[src/rtl/mem_arbiter.sv]
// Main-memory arbiter between the I-cache and D-cache controllers.
// Runs 8-word block fills for either cache and single-word writes for the
// D-cache, one transaction at a time, with D requests winning ties.
module mem_arbiter #(
    parameter int MEM_LAT       = 4,
    parameter int WORDS_PER_BLK = 8,
    parameter int ADDR_W        = 16,
    parameter int DATA_W        = 16
) (
    input  logic                             clk,
    input  logic                             rst_n,
    // I-cache side
    input  logic                             i_req,
    input  logic [ADDR_W-1:0]                i_addr,
    output logic                             i_fill_valid,
    output logic [$clog2(WORDS_PER_BLK)-1:0] i_fill_idx,
    output logic                             i_done,
    // D-cache side
    input  logic                             d_req,
    input  logic                             d_we,
    input  logic [ADDR_W-1:0]                d_addr,
    input  logic [DATA_W-1:0]                d_wdata,
    output logic                             d_fill_valid,
    output logic [$clog2(WORDS_PER_BLK)-1:0] d_fill_idx,
    output logic                             d_done,
    // shared fill bus
    output logic [DATA_W-1:0]                fill_data,
    // memory side
    output logic                             mem_en,
    output logic                             mem_wr,
    output logic [ADDR_W-1:0]                mem_addr,
    output logic [DATA_W-1:0]                mem_wdata,
    input  logic [DATA_W-1:0]                mem_rdata,
    input  logic                             mem_rvalid,
    output logic                             busy
);

    localparam int IDX_W = $clog2(WORDS_PER_BLK);
    localparam int LAT_W = $clog2(MEM_LAT + 1);

    // Byte-offset bits inside one block (2 bytes per word).
    localparam logic [ADDR_W-1:0] BLK_MASK  = ADDR_W'(2 * WORDS_PER_BLK - 1);
    localparam logic [ADDR_W-1:0] BYTE_MASK = ADDR_W'(1);
    localparam logic [LAT_W-1:0]  LAT_LAST  = LAT_W'(MEM_LAT - 1);

    typedef enum logic [2:0] {
        S_IDLE,
        S_FILL,
        S_WRITE,
        S_WAIT,
        S_DONE
    } state_e;

    state_e              state_q, state_d;
    logic                owner_q, owner_d;      // 1 = D-cache owns the transaction
    logic [ADDR_W-1:0]   addr_q, addr_d;
    logic [DATA_W-1:0]   wdata_q, wdata_d;
    // One extra bit: MSB set means all reads of the block have been issued.
    logic [IDX_W:0]      issue_cnt_q, issue_cnt_d;
    logic [IDX_W-1:0]    ret_cnt_q, ret_cnt_d;
    logic [LAT_W-1:0]    wait_cnt_q, wait_cnt_d;

    logic [ADDR_W-1:0]   base_addr;
    logic [ADDR_W-1:0]   fill_off;

    assign base_addr = addr_q & ~BLK_MASK;
    assign fill_off  = ADDR_W'({issue_cnt_q[IDX_W-1:0], 1'b0});

    // State and transaction registers; reset abandons any transaction in flight.
    always_ff @(posedge clk) begin
        if (!rst_n) begin
            state_q     <= S_IDLE;
            owner_q     <= 1'b0;
            addr_q      <= '0;
            wdata_q     <= '0;
            issue_cnt_q <= '0;
            ret_cnt_q   <= '0;
            wait_cnt_q  <= '0;
        end else begin
            state_q     <= state_d;
            owner_q     <= owner_d;
            addr_q      <= addr_d;
            wdata_q     <= wdata_d;
            issue_cnt_q <= issue_cnt_d;
            ret_cnt_q   <= ret_cnt_d;
            wait_cnt_q  <= wait_cnt_d;
        end
    end

    // Next-state and output decode; fill returns pass straight through to the owner.
    always_comb begin
        state_d      = state_q;
        owner_d      = owner_q;
        addr_d       = addr_q;
        wdata_d      = wdata_q;
        issue_cnt_d  = issue_cnt_q;
        ret_cnt_d    = ret_cnt_q;
        wait_cnt_d   = wait_cnt_q;

        i_fill_valid = 1'b0;
        i_fill_idx   = '0;
        i_done       = 1'b0;
        d_fill_valid = 1'b0;
        d_fill_idx   = '0;
        d_done       = 1'b0;
        fill_data    = '0;
        mem_en       = 1'b0;
        mem_wr       = 1'b0;
        mem_addr     = '0;
        mem_wdata    = '0;
        busy         = 1'b1;

        case (state_q)
            S_IDLE: begin
                busy        = 1'b0;
                issue_cnt_d = '0;
                ret_cnt_d   = '0;
                wait_cnt_d  = '0;
                // D first: its miss belongs to the older instruction.
                if (d_req) begin
                    owner_d = 1'b1;
                    addr_d  = d_addr;
                    wdata_d = d_wdata;
                    state_d = d_we ? S_WRITE : S_FILL;
                end else if (i_req) begin
                    owner_d = 1'b0;
                    addr_d  = i_addr;
                    state_d = S_FILL;
                end
            end

            S_FILL: begin
                if (!issue_cnt_q[IDX_W]) begin
                    mem_en      = 1'b1;
                    mem_addr    = base_addr | fill_off;
                    issue_cnt_d = issue_cnt_q + 1'b1;
                end
                if (mem_rvalid) begin
                    fill_data    = mem_rdata;
                    i_fill_valid = !owner_q;
                    d_fill_valid = owner_q;
                    i_fill_idx   = owner_q ? '0 : ret_cnt_q;
                    d_fill_idx   = owner_q ? ret_cnt_q : '0;
                    ret_cnt_d    = ret_cnt_q + 1'b1;
                    if (&ret_cnt_q)
                        state_d = S_DONE;
                end
            end

            S_WRITE: begin
                mem_en     = 1'b1;
                mem_wr     = 1'b1;
                mem_addr   = addr_q & ~BYTE_MASK;
                mem_wdata  = wdata_q;
                wait_cnt_d = '0;
                state_d    = S_WAIT;
            end

            S_WAIT: begin
                if (wait_cnt_q == LAT_LAST)
                    state_d = S_DONE;
                else
                    wait_cnt_d = wait_cnt_q + 1'b1;
            end

            S_DONE: begin
                i_done  = !owner_q;
                d_done  = owner_q;
                state_d = S_IDLE;
            end

            default: state_d = S_IDLE;
        endcase
    end

endmodule
[config.mk]
export PLATFORM = sky130hd
export DESIGN_NAME = mem_arbiter
export DESIGN_NICKNAME = d
export VERILOG_FILES = /design/src/rtl/mem_arbiter.sv
export SDC_FILE = /design/constraint.sdc
export NUM_CORES = 1
export LEC_CHECK = 0
export CELL_PAD_IN_SITES_DETAIL_PLACEMENT = 1
export CELL_PAD_IN_SITES_GLOBAL_PLACEMENT = 1
export CORE_ASPECT_RATIO = 2
export CORE_MARGIN = 4
export CORE_UTILIZATION = 30
export DETAILED_ROUTE_END_ITERATION = 6
export GPL_TIMING_DRIVEN = 0
export PLACE_DENSITY_LB_ADDON = 0.1
export SETUP_SLACK_MARGIN = 0.4
export SYNTH_ARGS = -nofsm -noshare
export SYNTH_HDL_FRONTEND = slang
export SYNTH_SLANG_ARGS = --single-unit
[constraint.sdc]
create_clock -name clk -period 5.06 [get_ports clk]
set_clock_uncertainty 0.15 [all_clocks]
set_input_delay 1.012 -clock clk [delete_from_list [all_inputs] [get_ports clk]]
set_output_delay 1.012 -clock clk [all_outputs]
set_load 0.02 [all_outputs]
### Word level (Yosys, flattened, before mapping)

Index checks and enable logic that the tools add are counted.

* reductions and logical operators: 13
* multiplexer cells: 38
* $add $sub $neg: 3
* eq/ne operators: 11
* bitwise gates (word level): 1

Operators by type and width (count)
* $mux W16: 6
* $mux W3: 13
* $pmux W16 S2: 1
* $or A16 B4 Y16: 1
* $pmux W3 S2: 2
* $pmux W3 S4: 1
* $mux W1: 11
* $ne A2 B2 Y1 const B: 5
* $reduce_and A2 Y1: 5
* $eq A3 B2 Y1 const B: 3
* $pmux W4 S2: 1
* $add A3 B1 Y3 const B: 2
* $reduce_bool A2 Y1: 3
* $add A4 B1 Y4 const B: 1
* $mux W4: 1
* $reduce_and A4 Y1: 1
* $eq A3 B1 Y1 const B: 1
* $eq A3 B3 Y1 const B: 1
* $logic_not A3 Y1: 1
* $ne A3 B3 Y1 const B: 1
* $reduce_and A3 Y1: 1
* $mux W2: 1
* $pmux W1 S2: 1
* $reduce_or A2 Y1: 1
* $logic_not A1 Y1: 1

* register bits after elaboration: 46
* word-level logic and storage cells: 74
* input bits: 70
* output and inout port bits: 61

### Depth between registers and ports, before layout

Gate-level depths: netlist of the first run.

* depth in word-level cells: 4
* depth in mapped cells: 6
* depth with buffers taken out: 5

### Worst setup path before layout of the first run

OpenSTA, ideal clock, no wires.

* kind: input to output
* start point: input port mem_rvalid
* end point: output port i_fill_idx[0]
* data required time: 3898 ps
* path buffers: 0
* stages on the path: 3
* arrival time: 1997 ps
* slack: 1901 ps
* cell sequence: and4bb_2 -> nor2b_1 -> and2_1

* longest elaborated chain between the ends: 2

RTL lines
* start, declared: RTL line 34 `input logic mem_rvalid,`
* $mux W3: RTL line 138 `if (mem_rvalid) begin`
* $mux W3: RTL line 113 `case (state_q)`
* end, declared: RTL line 16 `output logic [$clog2(WORDS_PER_BLK)-1:0] i_fill_idx,`

Every way passes these cells.

### Worst setup path after layout of the first run

* start point: input port mem_rvalid
* end point: output port d_fill_valid

* longest elaborated chain between the ends: 2

RTL lines
* $mux W1: RTL line 138
* $mux W1: RTL line 113
* end, declared: RTL line 23 `output logic d_fill_valid,`

Every way passes these cells.

==> out/qor.yml, run 1 <==
sta:
  setup_violations: 0
  min_period_ns: 4.142
  maxSlewViolCount: 0
  hold_violations: 0
  finalCritPeriodShare_pct: 81.86
  max_freq_mhz: 241.4
  slew_headroom_pct: 59.25
  finalSetupTns_ns: 0
  worstMarginPinSlew_ns: 0.6091
  rsz0062_at_grt: "no"
logic_synthesis:
  netlist_top_cells_count: "dfxtp_1 (45), nand2_1 (43), and2_1 (33)"
  synth_top_area_share_pct: 36.09
  syn_nets: 365
  yosys_warnings: 0
  seq_area_frac_synth_pct: 36.09
  synth-seq-cells: 45
  synth.avg_cell_area_sq_um: 8.607
  syn-cell-area_sq_um: 2496
  synth_enable_flop_cells: 0
  netlist_instances: 290
  ys_top_cells_by_area: "dfxtp_1 (36%), and2_1 (8.3%), mux2i_1 (7.2%)"
  synth-main-ff-cell: "dfxtp_1"
  async_flop_share_pct: 0
  synthDistinctLibCells: 40
  synth.most_common_cell: "dfxtp_1"
  yosys.area.top_type: "dfxtp_1"
cts:
  numCtsBuffers: 5
  cts.sinks: 45
  clk_pin_slew_worst_paths_ns: 0.06
  cts-hold-fix-buffers: 0
  post-cts-setup-buffer-count: 0
  cts_resized: 0
  cts_htree_levels: 2
  cts_tree: "yes"
  cts_root_buf: "clkbuf_16"
  cts_buffer_depth: 2
  clk_latency_ns: 0.29
min_path:
  min_to: "wdata_q[8]"
  min_from: "wdata_q[8]"
  holdPathStages: 2
  min_path_type: "flop to flop"
worst_setup_path:
  regToRegStartpoint: "state_q[2]"
  r2r-end: "state_q[0]"
  worst-path-buf-inv: 3
  cp_max_fo: 10
  critPathLaunchType: "input pin"
  endpoint_kind: "output port"
  cpMaxStageDelayCell: "clkdlybuf4s50_1"
  cp_data_required_time_ns: 3.90
  setup.worst_path.class: "input pin to output port"
  crit_chain: "clkdlybuf4s50_1, and4bb_2, clkbuf_1, and2_1, clkdlybuf4s50_1"
  r2r_cells: 5
  arrival_ns: 2.98
  path_delay_family: "buffers and inverters"
  max_stage_delay_ns: 0.62
  cp_common_cell: "clkdlybuf4s50_1"
  rrSetupSlack_ns: 3.10
power:
  vdd_drop_max_mv: 0.1707
  power_density_nw_per_um2: 279.4
  power_leakage_nw: 1.763
place:
  placed_cell_area_sq_um: 3877
  gp_congestion: 0.7378
  dpl.hpwl_um: 6956
  numPortBuffers: 126
global_route:
  grt_max_degree: 14
  grt_pass1_wl_um: 13410
  grt_usage_pct: 17.08
  gr-total-overflow: 0
  grt_pass1_vias: 2667
  antenna_found_initial: 0
detailed_routing:
  firstDrtPassIters: 4
  drc_errors: 0
  avgViaCountPerCell: 4.888
  wl_um: 8522
  ant_nets: 0
  vias: 2542
  drt_iter0_markers: 83
  wl_per_cell_um: 16.39
final_layout:
  post-route-cell-area_sq_um: 4050
  diodes: 0
  areaGrowthSynthToFinish_pct: 62.26
  layout-drive-gt1-share_pct: 6.132
  nets: 498
  n_fill_cell: 968
floorplanning:
  core_area_sq_um: 8000
  rows: 46
  start_util_pct: 31.20
  ioPinCount: 131
  die_w_um: 72.50
  die_area_sq_um: 9933
  fp.dieH_um: 137
flow_run:
  max_cap_viol_count: 0
status:
  outcome: "completed"
how the worst max path moves through the flow:
stage               start       endpoint  slack [ns]  cells past startpoint
6_report       mem_rvalid   d_fill_valid        0.92                      5
5_1_grt        mem_rvalid   d_fill_valid        0.80                      5
4_1_cts        mem_rvalid   d_fill_valid        0.89                      5
3_5_place_dp   mem_rvalid   d_fill_valid        0.90                      5
3_3_place_gp   mem_rvalid   d_fill_valid        0.92                      5
2_1_floorplan  mem_rvalid  i_fill_idx[0]        1.90                      3
per-stage QoR:
step / total power [W] / util (%) / std cells / hold slack, ns / setup WS, ns
global route: 0.001190 / 50.63 / 520 / 0.3327 / 0.7977
finish: 0.001132 / 50.63 / 520 / 0.3124 / 0.9177
floorplan: 0.0006048 / - / 290 / 0.2806 / 1.901
global placement: 0.0007571 / 48.47 / 512 / 0.2918 / 0.9205
detailed placement: 0.0007635 / 48.47 / 512 / 0.3069 / 0.8953
CTS: 0.001149 / 50.63 / 520 / 0.3159 / 0.8872
routing by layer:
layer,share of wire [%],up-vias,global-route usage [%]
met4,1.5,0,5.749
met1,35,1183,17.54
met2,58,77,33.55
met3,5.6,9,2.868
met5,0,-,0
li1,-,1273,-
flip-flops by register name, summed over array words and instances (netlist names):
name         flops
addr_q          15
issue_cnt_q      4
owner_q          1
ret_cnt_q        3
state_q          3
wait_cnt_q       3
wdata_q         16
cells by family after synthesis:
kind of cell	share of synthesized area, %
muxes	7.218
xor gates and xnor gates	0.3509
adders and majority gates	2.506
other	0.1502
buffers and inverters	4.862
DFF	36.09
AOI/OAI and AO/OA	16.34
and+or+nand+nor	32.48
cells in the final DEF, fill, tap and decap left out, drive strengths merged, types with 6 or more instances in the layout:
master and instances:
nor2 6, clkbuf 19, clkdlybuf4s50 126, a21boi 18, buf 12, nand2 43
mux2i 18, o211a 16, nand3 19, and3 20, dfxtp 45, and2 33
final cells by class:
cell class                 count  area [sq um]  share of cell area [%]
inverter                       3         11.26                  0.2780
multi-input combinational    218          1474                   36.39
timing repair buffer         126          1261                   31.14
sequential                    45         900.9                   22.24
clock inverter                 1         30.03                  0.7414
tap                           96         120.1                   2.966
clock buffer                   7         142.6                   3.522
buffer                        24         110.1                   2.719
tightest hold or removal path: stages, from the launching register on:
cell	delay [ns]
dfxtp_1	0.31
nand2_1	0.05
a21boi_1	0.05
power by group:
group          internal, W  switching (W)  leakage, nW  total [W]
clock             0.000247       0.000135       0.0841   0.000381
combinational     0.000163       0.000171         1.31   0.000334
sequential        0.000392      0.0000246        0.369   0.000416
Power figures use the tool's default switching activity.
==> run 2, diff against run 1 <==
--- a/config.mk
+++ b/config.mk
@@ -9,7 +9,7 @@
 export CELL_PAD_IN_SITES_GLOBAL_PLACEMENT = 1
 export CORE_ASPECT_RATIO = 2
 export CORE_MARGIN = 4
-export CORE_UTILIZATION = 30
+export CORE_UTILIZATION = 28
 export DETAILED_ROUTE_END_ITERATION = 6
 export GPL_TIMING_DRIVEN = 0
 export PLACE_DENSITY_LB_ADDON = 0.1
==> constraint.sdc (replaced) <==
create_clock -name clk -period 4.28 [get_ports clk]
set_clock_uncertainty 0.15 [all_clocks]
set_input_delay 0.856 -clock clk [delete_from_list [all_inputs] [get_ports clk]]
set_output_delay 0.856 -clock clk [all_outputs]
set_load 0.02 [all_outputs]
==> run 2 against run 1 <==
Final cell count increased by 0.38%. First-iteration DRC count decreased by 48%. Worst hold slack got worse by 0.0014 ns. Critical endpoint is now fill_data[12].
==> out/qor.yml, run 2 (synthesis gave the netlist of run 1 again) <==
place:
  post-place-cells: 516  # was 512
  dpl.hpwl_um: 6991  # was 6956 um
  gp_congestion: 0.6889  # was 0.7378
  numPortBuffers: 126  # unchanged
worst_setup_path:
  endpoint_kind: "output port"  # unchanged
  critPathLaunchType: "input pin"  # unchanged
  arrival_ns: 2.72  # was 2.98 ns
  cp_max_fo: 10  # unchanged
  crit_start: "mem_rvalid"  # unchanged
  regToRegStartpoint: "state_q[0]"  # was state_q[2]
  cp_data_required_time_ns: 3.27  # was 3.90 ns
  setup.worst_path.class: "input pin to output port"  # unchanged
power:
  power_leakage_nw: 1.770  # was 1.763 nW
  clockPowerShare_pct: 29.0  # was 33.7%
  swShare_pct: 31.01  # was 29.15%
  power_frac_comb_pct: 31.7  # was 29.5%
  switchingPower_w: 0.0003890  # was 0.0003299 W
  power_density_nw_per_um2: 312.1  # was 279.4 nW/um^2
  vdd_drop_max_mv: 0.1889  # was 0.1707 mV
  internal_power_w: 0.0008655  # was 0.0008017 W
  power_frac_seq_pct: 39.2  # was 36.8%
sta:
  maxSlewViolCount: 0  # unchanged
  setup_violations: 0  # unchanged
  finalCritPeriodShare_pct: 86.98
  finalSetupTns_ns: 0  # unchanged
  min_period_ns: 3.723
  slew_headroom_pct: 63.49  # was 59.25%
  worstMarginPinSlew_ns: 0.5456  # was 0.6091 ns
  hold_violations: 0  # unchanged
  max_freq_mhz: 268.6
  rsz0062_at_grt: "no"  # unchanged
detailed_routing:
  avgViaCountPerCell: 4.875  # was 4.888
  firstDrtPassIters: 4  # unchanged
  wl_per_cell_um: 16.40  # was 16.39 um
  wl_um: 8562  # was 8522 um
  drc_errors: 0  # unchanged
  vias: 2545  # was 2542
  drt_iter0_markers: 43  # was 83
  ant_nets: 0  # unchanged
min_path:
  min_path_type: "flop to flop"  # unchanged
  min_from: "wdata_q[2]"  # was wdata_q[8]
cts:
  cts-hold-fix-buffers: 0  # unchanged
  post-cts-setup-buffer-count: 0  # unchanged
  cts_resized: 1  # was 0
  numCtsBuffers: 5  # unchanged
  cts_root_buf: "clkbuf_16"  # unchanged
  cts_buffer_depth: 2  # unchanged
  cts_tree: "yes"  # unchanged
  cts_htree_levels: 2  # unchanged
  clk_latency_ns: 0.29  # about the same
  clk_pin_slew_worst_paths_ns: 0.06  # about the same
  cts.sinks: 45  # unchanged
status:
  outcome: "completed"  # unchanged
final_layout:
  layout.cells.non_filler: 522  # was 520
  nets: 498  # unchanged
  layout-drive-gt1-share_pct: 6.635  # was 6.132%
  diodes: 0  # unchanged
  final_common_cell: "clkdlybuf4s50_1"  # unchanged
  layout_common_cells: "clkdlybuf4s50_1 (125), dfxtp_1 (45), nand2_1 (43)"  # was clkdlybuf4s50_1 (126), dfxtp_1 (45), nand2_1 (43)
  largest_reg_flops: 16  # unchanged
  areaGrowthSynthToFinish_pct: 61.05  # was 62.26%
  n_fill_cell: 1058  # was 968
  reg_top3: "wdata_q x16, addr_q x15, issue_cnt_q x4"  # unchanged
  regMostFlops: "wdata_q"  # unchanged
global_route:
  gr-total-overflow: 0  # unchanged
  grt_pass1_wl_um: 13540  # was 13410 um
  grt_usage_pct: 16.45  # was 17.08%
  grt_pass1_vias: 2701  # was 2667
  antenna_found_initial: 0  # unchanged
  grt_max_degree: 13  # was 14
floorplanning:
  rows: 48  # was 46
  fp.dieH_um: 141.5  # was 137 um
  die_area_sq_um: 10580  # was 9933 sq um
  die_w_um: 74.77  # was 72.50 um
  core_area_sq_um: 8648  # was 8000 sq um
  start_util_pct: 28.86  # was 31.20%
  ioPinCount: 131  # unchanged
flow_run:
  max_cap_viol_count: 0  # unchanged
[run 2: worst paths after layout]
check             cells after the start             to  slack [ns]
setup reg to reg                      5     state_q[0]        2.35
hold reg to reg                       2     wdata_q[2]        0.31
setup / recovery                      5  fill_data[12]        0.56
hold / removal                        2     wdata_q[2]        0.31
[run 2: layer usage]
metal	track usage [%]	up-vias	wire length (um)
li1	-	1268	-
met1	15.44	1202	2799
met2	33.46	69	5151
met3	3.546	6	503
met4	4.221	0	108
met5	0	-	0
[run 2: critical path, stage by stage]
cell and delay [ns]:
clkdlybuf4s50_1 0.54, and4bb_2 0.33, clkbuf_2 0.22, and2_1 0.14, clkdlybuf4s50_1 0.62
[run 2: area by class of cell]
class,count,area (sq um),share of cell area [%]
plain buffers,24,112.6,2.801
multi-input cells,218,1476,36.73
inverters,3,11.26,0.2801
clock buffers,5,125.1,3.112
clock inverters,1,5.005,0.1245
flip-flops and latches,45,900.9,22.41
well taps,100,125.1,3.112
repair buffers,126,1264,31.43
[run 2: stage by stage]
| step | util [%] | cell area, sq um | total power (W) | worst slack [ns] | hold WS (ns) |
|---|---|---|---|---|---|
| after floorplan | - | 2496 | 0.0007150 | 1.433 | 0.2806 |
| after global placement | 44.89 | 3882 | 0.0008957 | 0.3972 | 0.2904 |
| after detailed placement | 44.89 | 3882 | 0.0009055 | 0.3868 | 0.3030 |
| after CTS | 46.41 | 4014 | 0.001276 | 0.4282 | 0.3136 |
| after global routing | 46.48 | 4020 | 0.001332 | 0.4135 | 0.3319 |
| final | 46.48 | 4020 | 0.001255 | 0.5572 | 0.3109 |
[run 2: power groups by stage]
stage	sequential, W	combinational (W)	clock (W)
after floorplan	0.000492	0.000223	0
after detailed placement	0.000502	0.000404	0
after CTS	0.000493	0.000406	0.000377
after global placement	0.000500	0.000396	0
final	0.000492	0.000398	0.000364
after global routing	0.000500	0.000437	0.000395
==> run 3, diff against run 2 <==
--- a/config.mk
+++ b/config.mk
@@ -11,7 +11,6 @@
 export CORE_MARGIN = 4
 export CORE_UTILIZATION = 28
 export DETAILED_ROUTE_END_ITERATION = 6
-export GPL_TIMING_DRIVEN = 0
 export PLACE_DENSITY_LB_ADDON = 0.1
 export SETUP_SLACK_MARGIN = 0.4
 export SYNTH_ARGS = -nofsm -noshare
==> run 3 against run 2 <==
Final cell count shrank 2.9%. Worst hold slack lost 0.0067 ns. Die area is the same. Setup slack gained 0.048 ns.
==> out/qor.yml, run 3 (synthesis gave the netlist of run 1 again) <==
status:
  outcome: "completed"  # unchanged
cts:
  cts_htree_levels: 2  # unchanged
  cts_resized: 0  # was 1
  cts.sinks: 45  # unchanged
  clk_latency_ns: 0.29  # about the same
  cts_buffer_depth: 2  # unchanged
  post-cts-setup-buffer-count: 0  # unchanged
  cts-hold-fix-buffers: 0  # unchanged
  numCtsBuffers: 5  # unchanged
  cts_tree: "yes"  # unchanged
  cts_root_buf: "clkbuf_16"  # unchanged
  clk_pin_slew_worst_paths_ns: 0.06  # about the same
detailed_routing:
  wl_um: 8019  # was 8562 um
  avgViaCountPerCell: 4.943  # was 4.875
  firstDrtPassIters: 4  # unchanged
  drt_iter0_markers: 89  # was 43
  wl_per_cell_um: 15.82  # was 16.40 um
  ant_nets: 0  # unchanged
  vias: 2506  # was 2545
  drc_errors: 0  # unchanged
final_layout:
  nets: 481  # was 498
  diodes: 0  # unchanged
  post-route-cell-area_sq_um: 3978  # was 4020 sq um
  layout-drive-gt1-share_pct: 5.651  # was 6.635%
  largest_reg_flops: 16  # unchanged
  final_common_cell: "clkdlybuf4s50_1"  # unchanged
  layout_common_cells: "clkdlybuf4s50_1 (126), dfxtp_1 (45), nand2_1 (43)"  # was clkdlybuf4s50_1 (125), dfxtp_1 (45), nand2_1 (43)
  reg_top3: "wdata_q x16, addr_q x15, issue_cnt_q x4"  # unchanged
  regMostFlops: "wdata_q"  # unchanged
  areaGrowthSynthToFinish_pct: 59.35  # was 61.05%
worst_setup_path:
  rrSetupSlack_ns: 2.33  # was 2.35 ns
  worst-path-buf-inv: 2  # was 3
  max_stage_delay_ns: 0.61  # was 0.62 ns
  cp_data_required_time_ns: 3.27  # about the same
  cpMaxStageDelayCell: "clkdlybuf4s50_1"  # unchanged
  setup.worst_path.class: "input pin to output port"  # unchanged
  regToRegStartpoint: "state_q[1]"  # was state_q[0]
  crit_chain: "clkdlybuf4s50_1, and4bb_2, nor2b_1, and2_1, clkdlybuf4s50_1"  # was clkdlybuf4s50_1, and4bb_2, clkbuf_2, and2_1, clkdlybuf4s50_1
  critPathLaunchType: "input pin"  # unchanged
  arrival_ns: 2.67  # was 2.72 ns
  cp_common_cell: "clkdlybuf4s50_1"  # unchanged
  r2r-end: "wdata_q[3]"  # was state_q[0]
  cp_max_fo: 4  # was 10
  endpoint_kind: "output port"  # unchanged
  r2r_cells: 3  # was 5
  path_delay_family: "buffers and inverters"  # unchanged
sta:
  min_period_ns: 3.675  # was 3.723 ns
  slew_headroom_pct: 41.00  # was 63.49%
  max_freq_mhz: 272.1  # was 268.6 MHz
  worstMarginPinSlew_ns: 0.8812  # was 0.5456 ns
  rsz0062_at_grt: "no"  # unchanged
  finalSetupTns_ns: 0  # unchanged
  maxSlewViolCount: 0  # unchanged
  hold_violations: 0  # unchanged
  finalCritPeriodShare_pct: 85.86  # was 86.98%
  setup_violations: 0  # unchanged
power:
  power_leakage_nw: 1.724  # was 1.770 nW
  power_density_nw_per_um2: 319.3  # was 312.1 nW/um^2
  vdd_drop_max_mv: 0.2700  # was 0.1889 mV
min_path:
  holdPathStages: 2  # unchanged
  min_path_type: "flop to flop"  # unchanged
  min_to: "wdata_q[8]"  # was wdata_q[2]
  min_from: "wdata_q[8]"  # was wdata_q[2]
global_route:
  grt_pass1_wl_um: 13300  # was 13540 um
  antenna_found_initial: 0  # unchanged
  grt_pass1_vias: 2755  # was 2701
  gr-total-overflow: 0  # unchanged
  grt_max_degree: 50  # was 13
  grt_usage_pct: 16.04  # was 16.45%
place:
  dpl.hpwl_um: 6260  # was 6991 um
  placed_cell_area_sq_um: 3822  # was 3882 sq um
  numPortBuffers: 127  # was 126
  gp_congestion: 0.7153  # was 0.6889
floorplanning:
  ioPinCount: 131  # unchanged
  rows: 48  # unchanged
  fp.dieH_um: 141.5  # unchanged
  core_area_sq_um: 8648  # unchanged
  die_area_sq_um: 10580  # unchanged
  die_w_um: 74.77  # unchanged
  start_util_pct: 28.86  # unchanged
flow_run:
  max_cap_viol_count: 0  # unchanged
==> run 3: worst max path at each step <==
stage / from / end / cells after the start / slack, ns
floorplan: mem_rvalid / i_fill_idx[0] / 3 / 1.43
global placement: mem_rvalid / i_fill_idx[0] / 5 / 0.59
detailed placement: mem_rvalid / i_fill_idx[0] / 5 / 0.59
CTS: state_q[2] / mem_addr[2] / 4 / 0.45
global route: mem_rvalid / i_fill_idx[0] / 5 / 0.43
finish: mem_rvalid / i_fill_idx[2] / 5 / 0.61
==> run 3: cell type report <==
class | instances | area [sq um]
fillers | 1018 | 4671
repair buffers | 133 | 1311
well taps | 100 | 125.1
clock inverters | 2 | 13.76
inverters | 3 | 11.26
flip-flops and latches | 45 | 900.9
clock buffers | 6 | 138.9
multi-input cells | 218 | 1476
==> run 3: through the flow <==
stage | power [W] | hold WS (ns) | worst slack (ns) | cells | utilization, %
finish | 0.001270 | 0.3042 | 0.6050 | 507 | 45.99
global route | 0.001351 | 0.3342 | 0.4294 | 507 | 45.99
CTS | 0.001296 | 0.3066 | 0.4524 | 507 | 45.96
detailed placement | 0.0008947 | 0.2981 | 0.5949 | 499 | 44.20
global placement | 0.0008874 | 0.2879 | 0.5909 | 499 | 44.20
floorplan | 0.0007150 | 0.2806 | 1.433 | 290 | -
==> run 3: where the power goes <==
group | switching, W | internal [W]
Combinational | 0.000195 | 0.000189
Clock | 0.000159 | 0.000232
Sequential | 0.0000310 | 0.000463
Total | 0.000385 | 0.000885
==> run 3: worst reg2reg max path, stage by stage, from the launching register on <==
cell,delay [ns]
dfxtp_1,0.52
or4b_1,0.88
nand2_1,0.18
a21boi_0,0.11
==> run 3: layer usage <==
| layer | up-vias | track usage (%) | part of all wire, % |
|---|---|---|---|
| met5 | - | 0 | 0 |
| met4 | 0 | 5.066 | 1.5 |
| met3 | 8 | 3.759 | 6.6 |
| met2 | 69 | 31.60 | 59 |
| met1 | 1190 | 15.38 | 33 |
| li1 | 1239 | - | - |
